**src/rtl/arm_mc_controller.sv**
```systemverilog
`default_nettype none
// ============================================================================
// Module   : arm_mc_controller
// Purpose  : Multicycle ARM control unit. It is a Moore FSM that sequences
//            fetch/decode/execute over a shared-memory datapath. It holds the
//            NZCV flags and gates writes with the ARM condition check.
// Revision : 1.0 - initial release
// ============================================================================
module arm_mc_controller #(
    parameter int ALUCTRL_W = 2
) (
    input  logic                 clk,
    input  logic                 reset,
    input  logic [19:0]          Instr,
    input  logic [3:0]           ALUFlags,
    output logic                 PCWrite,
    output logic                 MemWrite,
    output logic                 RegWrite,
    output logic                 IRWrite,
    output logic                 AdrSrc,
    output logic [1:0]           ResultSrc,
    output logic [1:0]           ALUSrcA,
    output logic [1:0]           ALUSrcB,
    output logic [1:0]           ImmSrc,
    output logic [1:0]           RegSrc,
    output logic [ALUCTRL_W-1:0] ALUControl,
    output logic [3:0]           Flags,
    output logic [3:0]           State
);

    typedef enum logic [3:0] {
        S_FETCH  = 4'd0, S_DECODE = 4'd1, S_MEMADR = 4'd2, S_MEMRD  = 4'd3,
        S_MEMWB  = 4'd4, S_MEMWR  = 4'd5, S_EXECR  = 4'd6, S_EXECI  = 4'd7,
        S_ALUWB  = 4'd8, S_BRANCH = 4'd9
    } state_t;

    localparam logic [2:0] c_ALU_ADD = 3'd0;
    localparam logic [2:0] c_ALU_SUB = 3'd1;
    localparam logic [2:0] c_ALU_AND = 3'd2;
    localparam logic [2:0] c_ALU_ORR = 3'd3;
    localparam logic [2:0] c_ALU_EOR = 3'd4;

    state_t     r_state, w_next;
    logic       r_cond_ok;
    logic [3:0] r_flags;

    // Instr carries bits [31:12] of the instruction word
    logic [3:0] w_cond, w_cmd, w_rd;
    logic [1:0] w_op;
    logic       w_i, w_s;
    assign w_cond = Instr[19:16];
    assign w_op   = Instr[15:14];
    assign w_i    = Instr[13];
    assign w_cmd  = Instr[12:9];
    assign w_s    = Instr[8];      // S for data-processing, L for memory
    assign w_rd   = Instr[3:0];

    logic       w_dp_ok, w_is_cmp, w_cond_ex, w_cv_upd;
    logic [2:0] w_dp_alu, w_alu_op;
    logic       w_n, w_z, w_c, w_v;
    assign {w_n, w_z, w_c, w_v} = r_flags;

    // Rn is consumed by the datapath only; EOR bit is dropped at width 2
    logic w_unused_bits;
    assign w_unused_bits = ^{Instr[7:4], w_alu_op[2]};

    // Data-processing command decode: legality, ALU op, CMP detection
    always_comb begin
        w_dp_ok  = 1'b0;
        w_dp_alu = c_ALU_ADD;
        w_is_cmp = 1'b0;
        case (w_cmd)
            4'b0100: begin w_dp_ok = 1'b1; w_dp_alu = c_ALU_ADD; end
            4'b0010: begin w_dp_ok = 1'b1; w_dp_alu = c_ALU_SUB; end
            4'b0000: begin w_dp_ok = 1'b1; w_dp_alu = c_ALU_AND; end
            4'b1100: begin w_dp_ok = 1'b1; w_dp_alu = c_ALU_ORR; end
            4'b1010: begin w_dp_ok = w_s;  w_dp_alu = c_ALU_SUB; w_is_cmp = 1'b1; end
            4'b0001: begin w_dp_ok = (ALUCTRL_W == 3); w_dp_alu = c_ALU_EOR; end
            default: w_dp_ok = 1'b0;
        endcase
    end

    assign w_cv_upd = (w_dp_alu == c_ALU_ADD) || (w_dp_alu == c_ALU_SUB);

    // ARM condition evaluation against the registered flags; NV never executes
    always_comb begin
        w_cond_ex = 1'b0;
        case (w_cond)
            4'b0000: w_cond_ex = w_z;
            4'b0001: w_cond_ex = ~w_z;
            4'b0010: w_cond_ex = w_c;
            4'b0011: w_cond_ex = ~w_c;
            4'b0100: w_cond_ex = w_n;
            4'b0101: w_cond_ex = ~w_n;
            4'b0110: w_cond_ex = w_v;
            4'b0111: w_cond_ex = ~w_v;
            4'b1000: w_cond_ex = w_c & ~w_z;
            4'b1001: w_cond_ex = ~w_c | w_z;
            4'b1010: w_cond_ex = (w_n == w_v);
            4'b1011: w_cond_ex = (w_n != w_v);
            4'b1100: w_cond_ex = ~w_z & (w_n == w_v);
            4'b1101: w_cond_ex = w_z | (w_n != w_v);
            4'b1110: w_cond_ex = 1'b1;
            default: w_cond_ex = 1'b0;
        endcase
    end

    // State register, latched condition result and NZCV flags
    always_ff @(posedge clk) begin
        if (reset) begin
            r_state   <= S_FETCH;
            r_cond_ok <= 1'b0;
            r_flags   <= 4'b0000;
        end else begin
            r_state <= w_next;
            if (r_state == S_DECODE)
                r_cond_ok <= w_cond_ex;
            if ((r_state == S_EXECR || r_state == S_EXECI) && w_s && r_cond_ok) begin
                r_flags[3:2] <= ALUFlags[3:2];
                if (w_cv_upd)
                    r_flags[1:0] <= ALUFlags[1:0];
            end
        end
    end

    // Next-state selection and Moore output decode; reset forces FETCH selects
    always_comb begin
        w_next    = S_FETCH;
        PCWrite   = 1'b0;
        MemWrite  = 1'b0;
        RegWrite  = 1'b0;
        IRWrite   = 1'b0;
        AdrSrc    = 1'b0;
        ResultSrc = 2'b00;
        ALUSrcA   = 2'b00;
        ALUSrcB   = 2'b00;
        w_alu_op  = c_ALU_ADD;
        case (r_state)
            S_FETCH: w_next = S_DECODE;
            S_DECODE: begin
                case (w_op)
                    2'b01:   w_next = S_MEMADR;
                    2'b00:   w_next = w_dp_ok ? (w_i ? S_EXECI : S_EXECR) : S_FETCH;
                    2'b10:   w_next = S_BRANCH;
                    default: w_next = S_FETCH;
                endcase
            end
            S_MEMADR: w_next = w_s ? S_MEMRD : S_MEMWR;
            S_MEMRD:  w_next = S_MEMWB;
            S_EXECR:  w_next = S_ALUWB;
            S_EXECI:  w_next = S_ALUWB;
            default:  w_next = S_FETCH;
        endcase
        if (reset) begin
            ResultSrc = 2'b10;
            ALUSrcA   = 2'b01;
            ALUSrcB   = 2'b10;
        end else begin
            case (r_state)
                S_FETCH: begin
                    IRWrite   = 1'b1;
                    PCWrite   = 1'b1;
                    ALUSrcA   = 2'b01;
                    ALUSrcB   = 2'b10;
                    ResultSrc = 2'b10;
                end
                S_DECODE: begin
                    ALUSrcA   = 2'b01;
                    ALUSrcB   = 2'b10;
                    ResultSrc = 2'b10;
                end
                S_MEMADR: ALUSrcB = 2'b01;
                S_MEMRD:  AdrSrc  = 1'b1;
                S_MEMWB: begin
                    ResultSrc = 2'b01;
                    RegWrite  = r_cond_ok;
                end
                S_MEMWR: begin
                    AdrSrc   = 1'b1;
                    MemWrite = r_cond_ok;
                end
                S_EXECR: w_alu_op = w_dp_alu;
                S_EXECI: begin
                    ALUSrcB  = 2'b01;
                    w_alu_op = w_dp_alu;
                end
                S_ALUWB: begin
                    RegWrite = r_cond_ok & ~w_is_cmp;
                    PCWrite  = r_cond_ok & ~w_is_cmp & (w_rd == 4'hF);
                end
                S_BRANCH: begin
                    ALUSrcA   = 2'b01;
                    ALUSrcB   = 2'b01;
                    ResultSrc = 2'b10;
                    PCWrite   = r_cond_ok;
                end
                default: ;
            endcase
        end
    end

    assign ALUControl = w_alu_op[ALUCTRL_W-1:0];
    assign ImmSrc     = w_op;
    assign RegSrc     = {w_op == 2'b01, w_op == 2'b10};
    assign Flags      = r_flags;
    assign State      = r_state;

endmodule
`default_nettype wire

```
**config.mk**
```make
export PLATFORM = sky130hd
export DESIGN_NAME = arm_mc_controller
export DESIGN_NICKNAME = d
export VERILOG_FILES = /design/src/rtl/arm_mc_controller.sv
export SDC_FILE = /design/constraint.sdc
export NUM_CORES = 1
export LEC_CHECK = 0
export ABC_CLOCK_PERIOD_IN_PS = 2400
export CAP_MARGIN = 20
export CORE_UTILIZATION = 41
export CTS_CLUSTER_DIAMETER = 120
export DETAILED_ROUTE_END_ITERATION = 10
export HOLD_SLACK_MARGIN = 0.06
export PLACE_DENSITY_LB_ADDON = 0.2
export SYNTH_ARGS = -nofsm -noshare
export SYNTH_HDL_FRONTEND = slang
export SYNTH_SLANG_ARGS = --single-unit
```
**constraint.sdc**
```tcl
create_clock -name clk -period 2.4 [get_ports clk]
set_clock_uncertainty 0.1 [all_clocks]
set_input_delay 0.48 -clock clk [delete_from_list [all_inputs] [get_ports clk]]
set_output_delay 0.48 -clock clk [all_outputs]
set_load 0.01 [all_outputs]
```
# Yosys cells after proc, flatten, opt, wreduce, memory -nomap -nowiden
# Cells that the tools add are included.
[classes]
muxes = 27
n_reduce_logical = 17
bitwise_logic = 11
n_eq_ne = 34
[ops]
columns = ["cell", "count"]
rows = [
  ["$eq A4 B4 Y1 const B", 12],
  ["$eq A4 B3 Y1 const B", 9],
  ["$eq A4 B2 Y1 const B", 5],
  ["$pmux W4 S5", 1],
  ["$pmux W1 S15", 1],
  ["$eq A4 B1 Y1 const B", 3],
  ["$logic_not A4 Y1", 3],
  ["$mux W1", 12],
  ["$pmux W3 S4", 1],
  ["$pmux W4 S3", 1],
  ["$mux W2", 4],
  ["$pmux W2 S2", 2],
  ["$reduce_or A2 Y1", 4],
  ["$mux W3", 2],
  ["$reduce_or A3 Y1", 2],
  ["$not A1 Y1", 5],
  ["$and A1 B1 Y1", 4],
  ["$pmux W1 S2", 2],
  ["$reduce_or A4 Y1", 1],
  ["$eq A3 B1 Y1 const B", 1],
  ["$logic_not A3 Y1", 1],
  ["$pmux W1 S3", 1],
  ["$eq A2 B1 Y1 const B", 1],
  ["$eq A2 B2 Y1 const B", 1],
  ["7 further kinds", 10],
]
[totals]
out_inout_bits = 25
register_bits = 9

# Longest topological paths before layout
# Gate-level depths: netlist of the first run.
[logic_depth]
word_depth = 7
ltp_mapped = 5

# Worst setup path before layout of the first run
# Ideal clock, no wire load.
[synth_path]
path_kind = "input -> output"
start = "input port Instr[11]"
end = "output port ALUControl[1]"
path_slack_ns = 0.334
t_arrival_ns = 1.486
required_ns = 1.820
path_buffers = 0
cell_stages = 2
path_cell_list = "or2_2 > a2111oi_0"
[synth_via]
elab_chain_cells = 5
elab_cells_between_ends = 9
classes_between = "4 x eq/ne; 3 x mux; 2 x reduce/logical"
[synth_rtl]
columns = ["item", "line_no", "rtl"]
rows = [
  ["from (decl)", "14", "input logic [19:0] Instr,"],
  ["$eq A4 B4 Y1 or $eq A4 B2 Y1 (tied branches)", "72", "case (w_cmd)"],
  ["$reduce_or A2 Y1 (no line)", "--", ""],
  ["$pmux W3 S4 *", "72", ""],
  ["$mux W2 *", "159", "case (r_state)"],
  ["$mux W2 *", "154", "if (reset) begin"],
  ["to (decl)", "26", "output logic [ALUCTRL_W-1:0] ALUControl,"],
]
# Every way passes the cells marked *; elsewhere a longest branch is shown, timed or not.

# Final worst setup path of the first run
[layout_path]
start = "input port Instr[12]"
end = "output port ALUControl[1]"
# Same word-level chain as after synthesis.

==> metrics.cfg, run 1 <==
[placed_design]
gp_congestion=0.777
port-buffer-count=45
dp_hpwl_um=2090

[finish]
area_delta_synth_final_pct=64.9
layout.nets=205
layout-drive-gt1-share_pct=20.2
antennaDiodeCount=0

[clock_network]
h-tree-depth=1
hold_buffers=0
tritoncts=built
cts_root_buffer=clkbuf_4
cts_sinks=9
clock_path_buffers=2
cts_buffers=3
clk_latency_ns=0.27
cts.clk_slew.worst_paths_ns=0.06

[grt]
grt_pass1_wl_um=4440
grt_remaining_overflow=0
antenna_found_initial=0
grt_pass1_vias=1032
grt_max_degree=13
grtUsageTotal_pct=23.3

[pwr]
power.internal_mw=0.327
power.density_mw_per_mm2=310
netSwitchingPower_mw=0.142
p_sw_share_pct=30.2
pwr-share-seq_pct=35.8
clockPowerShare_pct=25.2
combPwrFrac_pct=39.0
p_leak_nw=0.610
power_mw=0.469
ir_drop_mv=0.330

[detailed_routing]
drtPass1Iterations=4
vias_per_cell=5.48
drc=0
dr.first_iter.drc_count=20
antenna_left=0
drt_wl_total_um=2620
vias=1124
avgRoutedWirePerCell_um=12.8

[synthesis]
async_flop_share_pct=0
postSynthCellCount=124
ys_seq_area_share_pct=19.6
synthFlopType=dfxtp_1
synth_area_leader_cell=dfxtp_1
synth_seq_cells=9
synth_top_area_share_pct=19.6
synthTopCellsByArea=dfxtp_1 (20%), a21oi_1 (5.5%), nand2b_1 (4.1%)
synth_edf_count=0
syn_nets=150
synth_cell_types=49
synth_commonest_cells=a21oi_1 (10), dfxtp_1 (9), nand2_1 (9)
syn-mean-instance-area_um2=7.40
yosysMostFrequentCell=a21oi_1
synth_warnings=0
syn-cell-area_um2=917

[sta]
setup_viol=0
finalHoldViolCount=0
period_needed_ns=2.34
slew_headroom_pct=54.6
setup_tns_ns=0
tightest_slew_ns=0.672
min_period_over_period_pct=97.6
drv_slew=0
fmax_ghz=0.427
rsz0062_at_grt=yes

[floorplanning]
fp-row-count=16
die_x_um=49.3
die_y_um=49.3
core_area_mm2=0.00202
pin_count=51
die_area_mm2=0.00243
start_util_pct=45.4

[status]
outcome=finished clean

[worst_setup_path]
cp-start-kind=primary input
critPathRequiredTime_ns=1.82
cp.arrival_ns=1.76
path_class=primary input to primary output
end_kind=primary output
cp_max_fo=3

[flow_run]
max_cap_viol_count=0

[hold_path]
hp-class=flip-flop to flip-flop

layer usage:
layer  track usage [%]  up-vias  part of all wire [%]
met4              6.37        0                   1.6
li1                  -      565                     -
met1              28.8      519                    45
met5                 0        -                     0
met2              40.4       35                    48
met3              4.67        5                   5.1
power by group through the flow:
| stage | Clock (mW) | Combinational, mW | Sequential (mW) |
|---|---|---|---|
| global placement | 0 | 0.175 | 0.168 |
| global route | 0.135 | 0.199 | 0.169 |
| CTS | 0.121 | 0.179 | 0.166 |
| finish | 0.118 | 0.183 | 0.168 |
| detailed placement | 0 | 0.179 | 0.169 |
| floorplan | 0 | 0.0863 | 0.165 |
what timing repair did:
item | in CTS | in global routing
endpoints found under the setup margin | 9 | 9
endpoints found under the hold margin | 0 | 0
pin swaps | 2 | 1
buffers inserted | 0 | 1
gates resized for setup | 24 | 14
state kept, by name, indices dropped and copies added, names as in the netlist:
name       count
Flags          4
State          4
r_cond_ok      1
critical path, stage by stage:
cell and delay (ns):
clkdlybuf4s50_1 0.43, or2_2 0.31, a2111oi_2 0.36, buf_2 0.19
worst paths after layout:
check / startpoint / end / slack [ns] / cells after the start
worst min-delay path: Flags[2]$_SDFFE_PP0P_ / Flags[2]$_SDFFE_PP0P_ / 0.43 / 2
worst min register to register: Flags[2]$_SDFFE_PP0P_ / Flags[2]$_SDFFE_PP0P_ / 0.43 / 2
worst max register to register: State[1]$_SDFF_PP0_ / State[1]$_SDFF_PP0_ / 0.62 / 5
worst max-delay path: Instr[12] / ALUControl[1] / 0.06 / 4
cells in the final DEF (no fill, tap or decap), types with 2 or more instances in the layout:
| cell | count |
|---|---|
| nand3_1 | 5 |
| nand4_1 | 2 |
| inv_1 | 3 |
| a21o_1 | 4 |
| mux2i_1 | 3 |
| and3_1 | 3 |
| dlygate4sd2_1 | 5 |
| dfxtp_1 | 5 |
| nor2_1 | 7 |
| xnor2_1 | 2 |
| buf_4 | 14 |
| nand3b_1 | 2 |
| a21oi_1 | 10 |
| and2_1 | 2 |
| nor4b_1 | 2 |
| clkdlybuf4s50_1 | 34 |
| nand2b_1 | 5 |
| o21ai_0 | 4 |
| or2_2 | 2 |
| o221ai_1 | 2 |
| dlymetal6s2s_1 | 2 |
| buf_2 | 3 |
| dfxtp_2 | 4 |
| clkbuf_4 | 3 |
| xor2_1 | 2 |
| nand2_1 | 9 |
| nor2b_1 | 5 |
cell families (layout without fill, tap and decap cells):
family	count (synthesis)	count (layout)	synth area share, %
flops	9	9	19.6
buf+inv	13	67	8.32
simple gates	59	59	37.8
xor+xnor	4	4	3.82
compound gates	34	34	25.5
other cells	1	1	0.409
mux	4	4	4.50
layout make-up:
class,count,area (µm²)
clock buffers,4,26.3
fillers,162,509
inverters,3,11.3
multi-input cells,102,706
flip-flops and latches,9,185
well taps,27,33.8
repair buffers,60,551
through the flow:
| stage | setup WS, ns | instance area (µm²) | std cells | util, % | hold slack (ns) |
|---|---|---|---|---|---|
| 6_report | 0.0588 | 1510 | 205 | 74.8 | 0.428 |
| 5_1_grt | -0.0201 | 1510 | 205 | 74.8 | 0.450 |
| 4_1_cts | -0.0868 | 1480 | 204 | 73.2 | 0.435 |
| 3_5_place_dp | -0.456 | 1440 | 200 | 71.3 | 0.426 |
| 3_3_place_gp | -0.401 | 1440 | 200 | 71.3 | 0.413 |
| 2_1_floorplan | 0.334 | 917 | 124 | - | 0.424 |
Power figures use the tool's default switching activity.
==> inputs of run 2 (changes only) <==
--- a/config.mk
+++ b/config.mk
@@ -12,6 +12,7 @@
 export DETAILED_ROUTE_END_ITERATION = 10
 export HOLD_SLACK_MARGIN = 0.06
 export PLACE_DENSITY_LB_ADDON = 0.2
+export REMOVE_ABC_BUFFERS = 1
 export SYNTH_ARGS = -nofsm -noshare
 export SYNTH_HDL_FRONTEND = slang
 export SYNTH_SLANG_ARGS = --single-unit
==> metrics.cfg, run 2 (same netlist as run 1, synthesis figures left out) <==
[finish]
antennaDiodeCount=0  ; unchanged
register_area_um2=184  ; was 185 µm²
layout-drive-gt1-share_pct=18.4  ; was 20.2%
area_delta_synth_final_pct=64.8  ; was 64.9%
nFillCells=159  ; was 162
multi_input_area_um2=684  ; was 706 µm²
layout.nets=206  ; was 205
layout_common_cells=clkdlybuf4s50_1 (32), buf_4 (14), a21oi_1 (10)  ; was clkdlybuf4s50_1 (34), buf_4 (14), a21oi_1 (10)
layout_commonest_cell=clkdlybuf4s50_1  ; unchanged

[pwr]
ir_drop_mv=0.244  ; was 0.330 mV
power_mw=0.462  ; was 0.469 mW
power.density_mw_per_mm2=306  ; was 310 mW/mm²
p_leak_nw=0.646  ; was 0.610 nW

[worst_setup_path]
cp.arrival_ns=1.76  ; about the same
path_class=primary input to primary output  ; unchanged
cp_cell_sequence=clkdlybuf4s50_1 -> buf_6 -> a21o_1 -> clkdlybuf4s50_1  ; was clkdlybuf4s50_1 -> or2_2 -> a2111oi_2 -> buf_2
cp-start-kind=primary input  ; unchanged
critical_path.max_stage_delay_ns=0.53  ; was 0.43 ns
cp_slowest_cell=clkdlybuf4s50_1  ; unchanged
crit_top_cell=clkdlybuf4s50_1
end_kind=primary output  ; unchanged
worstSetupStartpoint=reset  ; was Instr[12]
cp_max_fo=11  ; was 3
critPathRequiredTime_ns=1.82  ; about the same
rr_startpoint=State[0]$_SDFF_PP0_  ; was State[1]$_SDFF_PP0_

[clock_network]
h-tree-depth=1  ; unchanged
cts_sinks=9  ; unchanged
cts_root_buffer=clkbuf_4  ; unchanged
clk_latency_ns=0.25  ; was 0.27 ns
clock_path_buffers=2  ; unchanged
post-cts-setup-buffer-count=0  ; unchanged
tritoncts=built  ; unchanged
cts.clk_slew.worst_paths_ns=0.06  ; about the same
cts_buffers=3  ; unchanged
hold_buffers=0  ; unchanged

[sta]
setup_viol=0  ; unchanged
period_needed_ns=2.34  ; about the same
fmax_ghz=0.427  ; about the same
finalHoldViolCount=0  ; unchanged
min_period_over_period_pct=97.6  ; about the same
setup_tns_ns=0  ; unchanged
tightest_slew_ns=0.727  ; was 0.672 ns
hold_ws_ns=0.443  ; was 0.428 ns
rsz0062_at_grt=no  ; was yes
slew_headroom_pct=50.8  ; was 54.6%
drv_slew=0  ; unchanged

[detailed_routing]
drtPass1Iterations=4  ; unchanged
vias=1127  ; was 1124
antenna_left=0  ; unchanged
avgRoutedWirePerCell_um=13.4  ; was 12.8 µm
dr.first_iter.drc_count=27  ; was 20
drt_wl_total_um=2760  ; was 2620 µm
vias_per_cell=5.47  ; was 5.48
drc=0  ; unchanged

[grt]
grtUsageTotal_pct=25.6  ; was 23.3%
grt_remaining_overflow=0  ; unchanged
antenna_found_initial=0  ; unchanged
grt_pass1_wl_um=4930  ; was 4440 µm
grt_pass1_vias=1128  ; was 1032
grt_max_degree=14  ; was 13

[hold_path]
hp-class=flip-flop to flip-flop  ; unchanged
hold_start=Flags[1]$_SDFFE_PP0P_  ; was Flags[2]$_SDFFE_PP0P_

[floorplanning]
die_x_um=49.3  ; unchanged
die_area_mm2=0.00243  ; unchanged
die_y_um=49.3  ; unchanged
pin_count=51  ; unchanged
core_area_mm2=0.00202  ; unchanged
fp-row-count=16  ; unchanged
start_util_pct=45.4  ; unchanged

[status]
outcome=finished clean  ; unchanged

[placed_design]
port-buffer-count=45  ; unchanged
dp_hpwl_um=2150  ; was 2090 µm
gp_congestion=0.822  ; was 0.777

[flow_run]
max_cap_viol_count=0  ; unchanged

## run 2: cell count changes in the layout (fill, tap and decap cells not counted), sizes merged
cell and delta:
dlymetal6s2s +3, clkbuf +1, clkdlybuf4s50 -2, dlygate4sd2 -1
## run 2: area by class of cell
type / count / share of cell area [%]
well taps: 27 / 2.24
inverters: 3 / 0.745
repair buffers: 61 / 37.8
multi-input cells: 102 / 45.3
flip-flops and latches: 9 / 12.2
clock buffers: 4 / 1.74
## run 2: metal layers
layer  share of wire [%]  wire length [µm]  up-vias  track usage, %
li1                    -                 -      571               -
met1                  44              1220      513            33.0
met2                  50              1390       40            43.6
met3                 4.8               131        3            4.67
met4                0.44                12        0            5.39
met5                   0                 0        -               0
## run 2: report_power, final
part / switching (mW) / internal [mW] / leakage (nW)
combinational: 0.0746 / 0.106 / 0.556
sequential: 0.0135 / 0.156 / 0.0746
clock: 0.0486 / 0.0638 / 0.0150
## run 2: path summary, 6_finish.rpt
path                                               end  slack (ns)  cells past startpoint
worst max register to register  r_cond_ok$_SDFFE_PP0P_        0.53                      3
worst max-delay path                      ResultSrc[1]        0.06                      4
worst min-delay path             Flags[1]$_SDFFE_PP0P_        0.44                      2
worst min register to register   Flags[1]$_SDFFE_PP0P_        0.44                      2
## run 2: critical path, delay by kind of cell
family                 cells  cell delay (ns)
buffers and inverters      3             1.19
AO/OA/AOI/OAI              1             0.09
## run 2: what timing repair did
item / in CTS / in global routing
endpoints found under the setup margin: 8 / 9
pin swaps: 1 / 2
gates resized for setup: 24 / 12
## run 2: per-stage QoR
| stage | util [%] | instance area (µm²) | setup WS, ns | cells |
|---|---|---|---|---|
| 2_1_floorplan | - | 852 | 0.334 | 114 |
| 3_3_place_gp | 72.0 | 1460 | -0.374 | 202 |
| 3_5_place_dp | 72.0 | 1460 | -0.439 | 202 |
| 4_1_cts | 73.6 | 1490 | -0.0841 | 206 |
| 5_1_grt | 74.8 | 1510 | 0.00564 | 206 |
| 6_report | 74.8 | 1510 | 0.0587 | 206 |
==> inputs of run 3 (changes only) <==
--- a/config.mk
+++ b/config.mk
@@ -7,7 +7,8 @@
 export LEC_CHECK = 0
 export ABC_CLOCK_PERIOD_IN_PS = 2400
 export CAP_MARGIN = 20
-export CORE_UTILIZATION = 41
+export CORE_ASPECT_RATIO = 0.5
+export CORE_UTILIZATION = 25
 export CTS_CLUSTER_DIAMETER = 120
 export DETAILED_ROUTE_END_ITERATION = 10
 export HOLD_SLACK_MARGIN = 0.06
==> metrics.cfg, run 3 (same netlist as run 1, synthesis figures left out) <==
[status]
outcome=finished clean  ; unchanged

[worst_setup_path]
cp_max_fo=7  ; was 11
critPathRequiredTime_ns=1.82  ; about the same
path_class=primary input to primary output  ; unchanged
cp-start-kind=primary input  ; unchanged
end_kind=primary output  ; unchanged
cp.arrival_ns=1.75  ; was 1.76 ns

[finish]
layout_common_cells=clkdlybuf4s50_1 (33), buf_4 (18), a21oi_1 (10), dlygate4sd2_1 (10), nand2_1 (9)  ; was clkdlybuf4s50_1 (32), buf_4 (14), a21oi_1 (10)
area_delta_synth_final_pct=71.5  ; was 64.8%
layout.nets=209  ; was 206
antennaDiodeCount=0  ; unchanged
layout-drive-gt1-share_pct=19.8  ; was 18.4%
layout_commonest_cell=clkdlybuf4s50_1  ; unchanged
fin_cells=233  ; was 206

[pwr]
ir_drop_mv=0.133  ; was 0.244 mV
combPwrFrac_pct=35.4  ; was 39.1%
pwr-share-seq_pct=31.5  ; was 36.6%
power.density_mw_per_mm2=337  ; was 306 mW/mm²
p_leak_nw=0.627  ; was 0.646 nW
power_mw=0.529  ; was 0.462 mW
p_sw_share_pct=28.0  ; was 29.6%
clockPowerShare_pct=33.1  ; was 24.3%
netSwitchingPower_mw=0.148  ; was 0.137 mW
power.internal_mw=0.381  ; was 0.325 mW

[floorplanning]
core_area_mm2=0.00347  ; was 0.00202 mm²
die_x_um=87.7  ; was 49.3 µm
die_area_mm2=0.00393  ; was 0.00243 mm²
die_y_um=44.8  ; was 49.3 µm
pin_count=51  ; unchanged
fp-row-count=15  ; was 16
start_util_pct=26.4  ; was 45.4%

[grt]
met2_usage_pct=24.4  ; was 43.6%
grtUsageTotal_pct=14.5  ; was 25.6%
busiest_layer=met2  ; unchanged
grt_util_met1_pct=19.8  ; was 33.0%
grt_max_degree=12  ; was 14
grt_pass1_vias=987  ; was 1128
use_met3_pct=3.11  ; was 4.67%
antenna_found_initial=0  ; unchanged
grt_remaining_overflow=0  ; unchanged
grt_pass1_wl_um=4420  ; was 4930 µm

[detailed_routing]
drt_wl_total_um=2700  ; was 2760 µm
drtPass1Iterations=4  ; unchanged
drc=0  ; unchanged
vias=1102  ; was 1127
vias_per_cell=4.73  ; was 5.47
dr.first_iter.drc_count=25  ; was 27
antenna_left=0  ; unchanged
avgRoutedWirePerCell_um=11.6  ; was 13.4 µm

[clock_network]
clk_latency_ns=0.23  ; was 0.25 ns
hold_buffers=0  ; unchanged
h-tree-depth=1  ; unchanged
cts_root_buffer=clkbuf_8  ; was clkbuf_4
tritoncts=built  ; unchanged
clock_path_buffers=2  ; unchanged
cts.clk_slew.worst_paths_ns=0.04  ; was 0.06 ns
cts_buffers=3  ; unchanged
cts_sinks=9  ; unchanged

[placed_design]
port-buffer-count=45  ; unchanged
dp.cells=228  ; was 202
dp_hpwl_um=2160  ; was 2150 µm
gp_congestion=0.796  ; was 0.822

[sta]
fmax_ghz=0.428  ; was 0.427 GHz
setup_viol=0  ; unchanged
hold_ws_ns=0.436  ; was 0.443 ns
drv_slew=0  ; unchanged
finalHoldViolCount=0  ; unchanged
min_period_over_period_pct=97.2  ; was 97.6%
period_needed_ns=2.33  ; was 2.34 ns

[flow_run]
max_cap_viol_count=0  ; unchanged

[hold_path]
hp-class=flip-flop to flip-flop  ; unchanged

-- run 3: cell count changes in the layout (fill, tap and decap cells not counted), moves of 3 or more --
cell | previous run | this run
buf_4 | 14 | 18
clkbuf_4 | 3 | 0
clkbuf_8 | 0 | 3
dlymetal6s2s_1 | 5 | 0
dlygate4sd2_1 | 4 | 10
-- run 3: worst max-delay path, cell delays in order --
cell,delay [ns]
clkdlybuf4s50_1,0.51
buf_6,0.15
a21o_1,0.09
clkdlybuf4s50_1,0.52
-- run 3: path summary, 6_finish.rpt --
| check | slack [ns] | start | to | cells after the start |
|---|---|---|---|---|
| worst max-delay path | 0.07 | reset | ALUSrcB[1] | 4 |
| worst min-delay path | 0.44 | Flags[2]$_SDFFE_PP0P_ | Flags[2]$_SDFFE_PP0P_ | 2 |
| worst max register to register | 0.66 | Flags[3]$_SDFFE_PP0P_ | r_cond_ok$_SDFFE_PP0P_ | 4 |
| worst min register to register | 0.44 | Flags[2]$_SDFFE_PP0P_ | Flags[2]$_SDFFE_PP0P_ | 2 |
-- run 3: layout make-up --
class,count,area [µm²]
Clock buffer,4,45.0
Fill cell,364,1900
Inverter,3,11.3
Multi-Input combinational cell,102,689
Sequential cell,9,184
Tap cell,51,63.8
Timing Repair Buffer,64,579
-- run 3: repair_timing --
| action | CTS | global route |
|---|---|---|
| setup endpoints to repair | 8 | 6 |
| resized for setup | 22 | 6 |
| setup buffers | 0 | 1 |
| pin swaps | 4 | 1 |
-- run 3: power groups by stage --
stage | Sequential [mW] | Combinational (mW) | Clock (mW)
after floorplan | 0.170 | 0.0658 | 0
after global placement | 0.169 | 0.187 | 0
after detailed placement | 0.168 | 0.187 | 0
after CTS | 0.166 | 0.185 | 0.177
after global routing | 0.168 | 0.205 | 0.188
final | 0.167 | 0.187 | 0.175
-- run 3: metrics by stage --
step / util, % / cell area, µm² / setup slack (ns) / setup TNS (ns)
floorplan: - / 852 / 0.334 / 0
global placement: 43.2 / 1500 / -0.442 / -2.12
detailed placement: 43.2 / 1500 / -0.414 / -2.05
CTS: 44.6 / 1550 / 0.0152 / 0
global route: 45.3 / 1570 / -0.00175 / -0.00175
finish: 45.3 / 1570 / 0.0661 / 0
-- run 3: metal layers --
layer,routed length [µm],up-vias
met3,102,0
met2,1210,26
met5,0,-
met4,0,0
li1,-,571
met1,1380,505
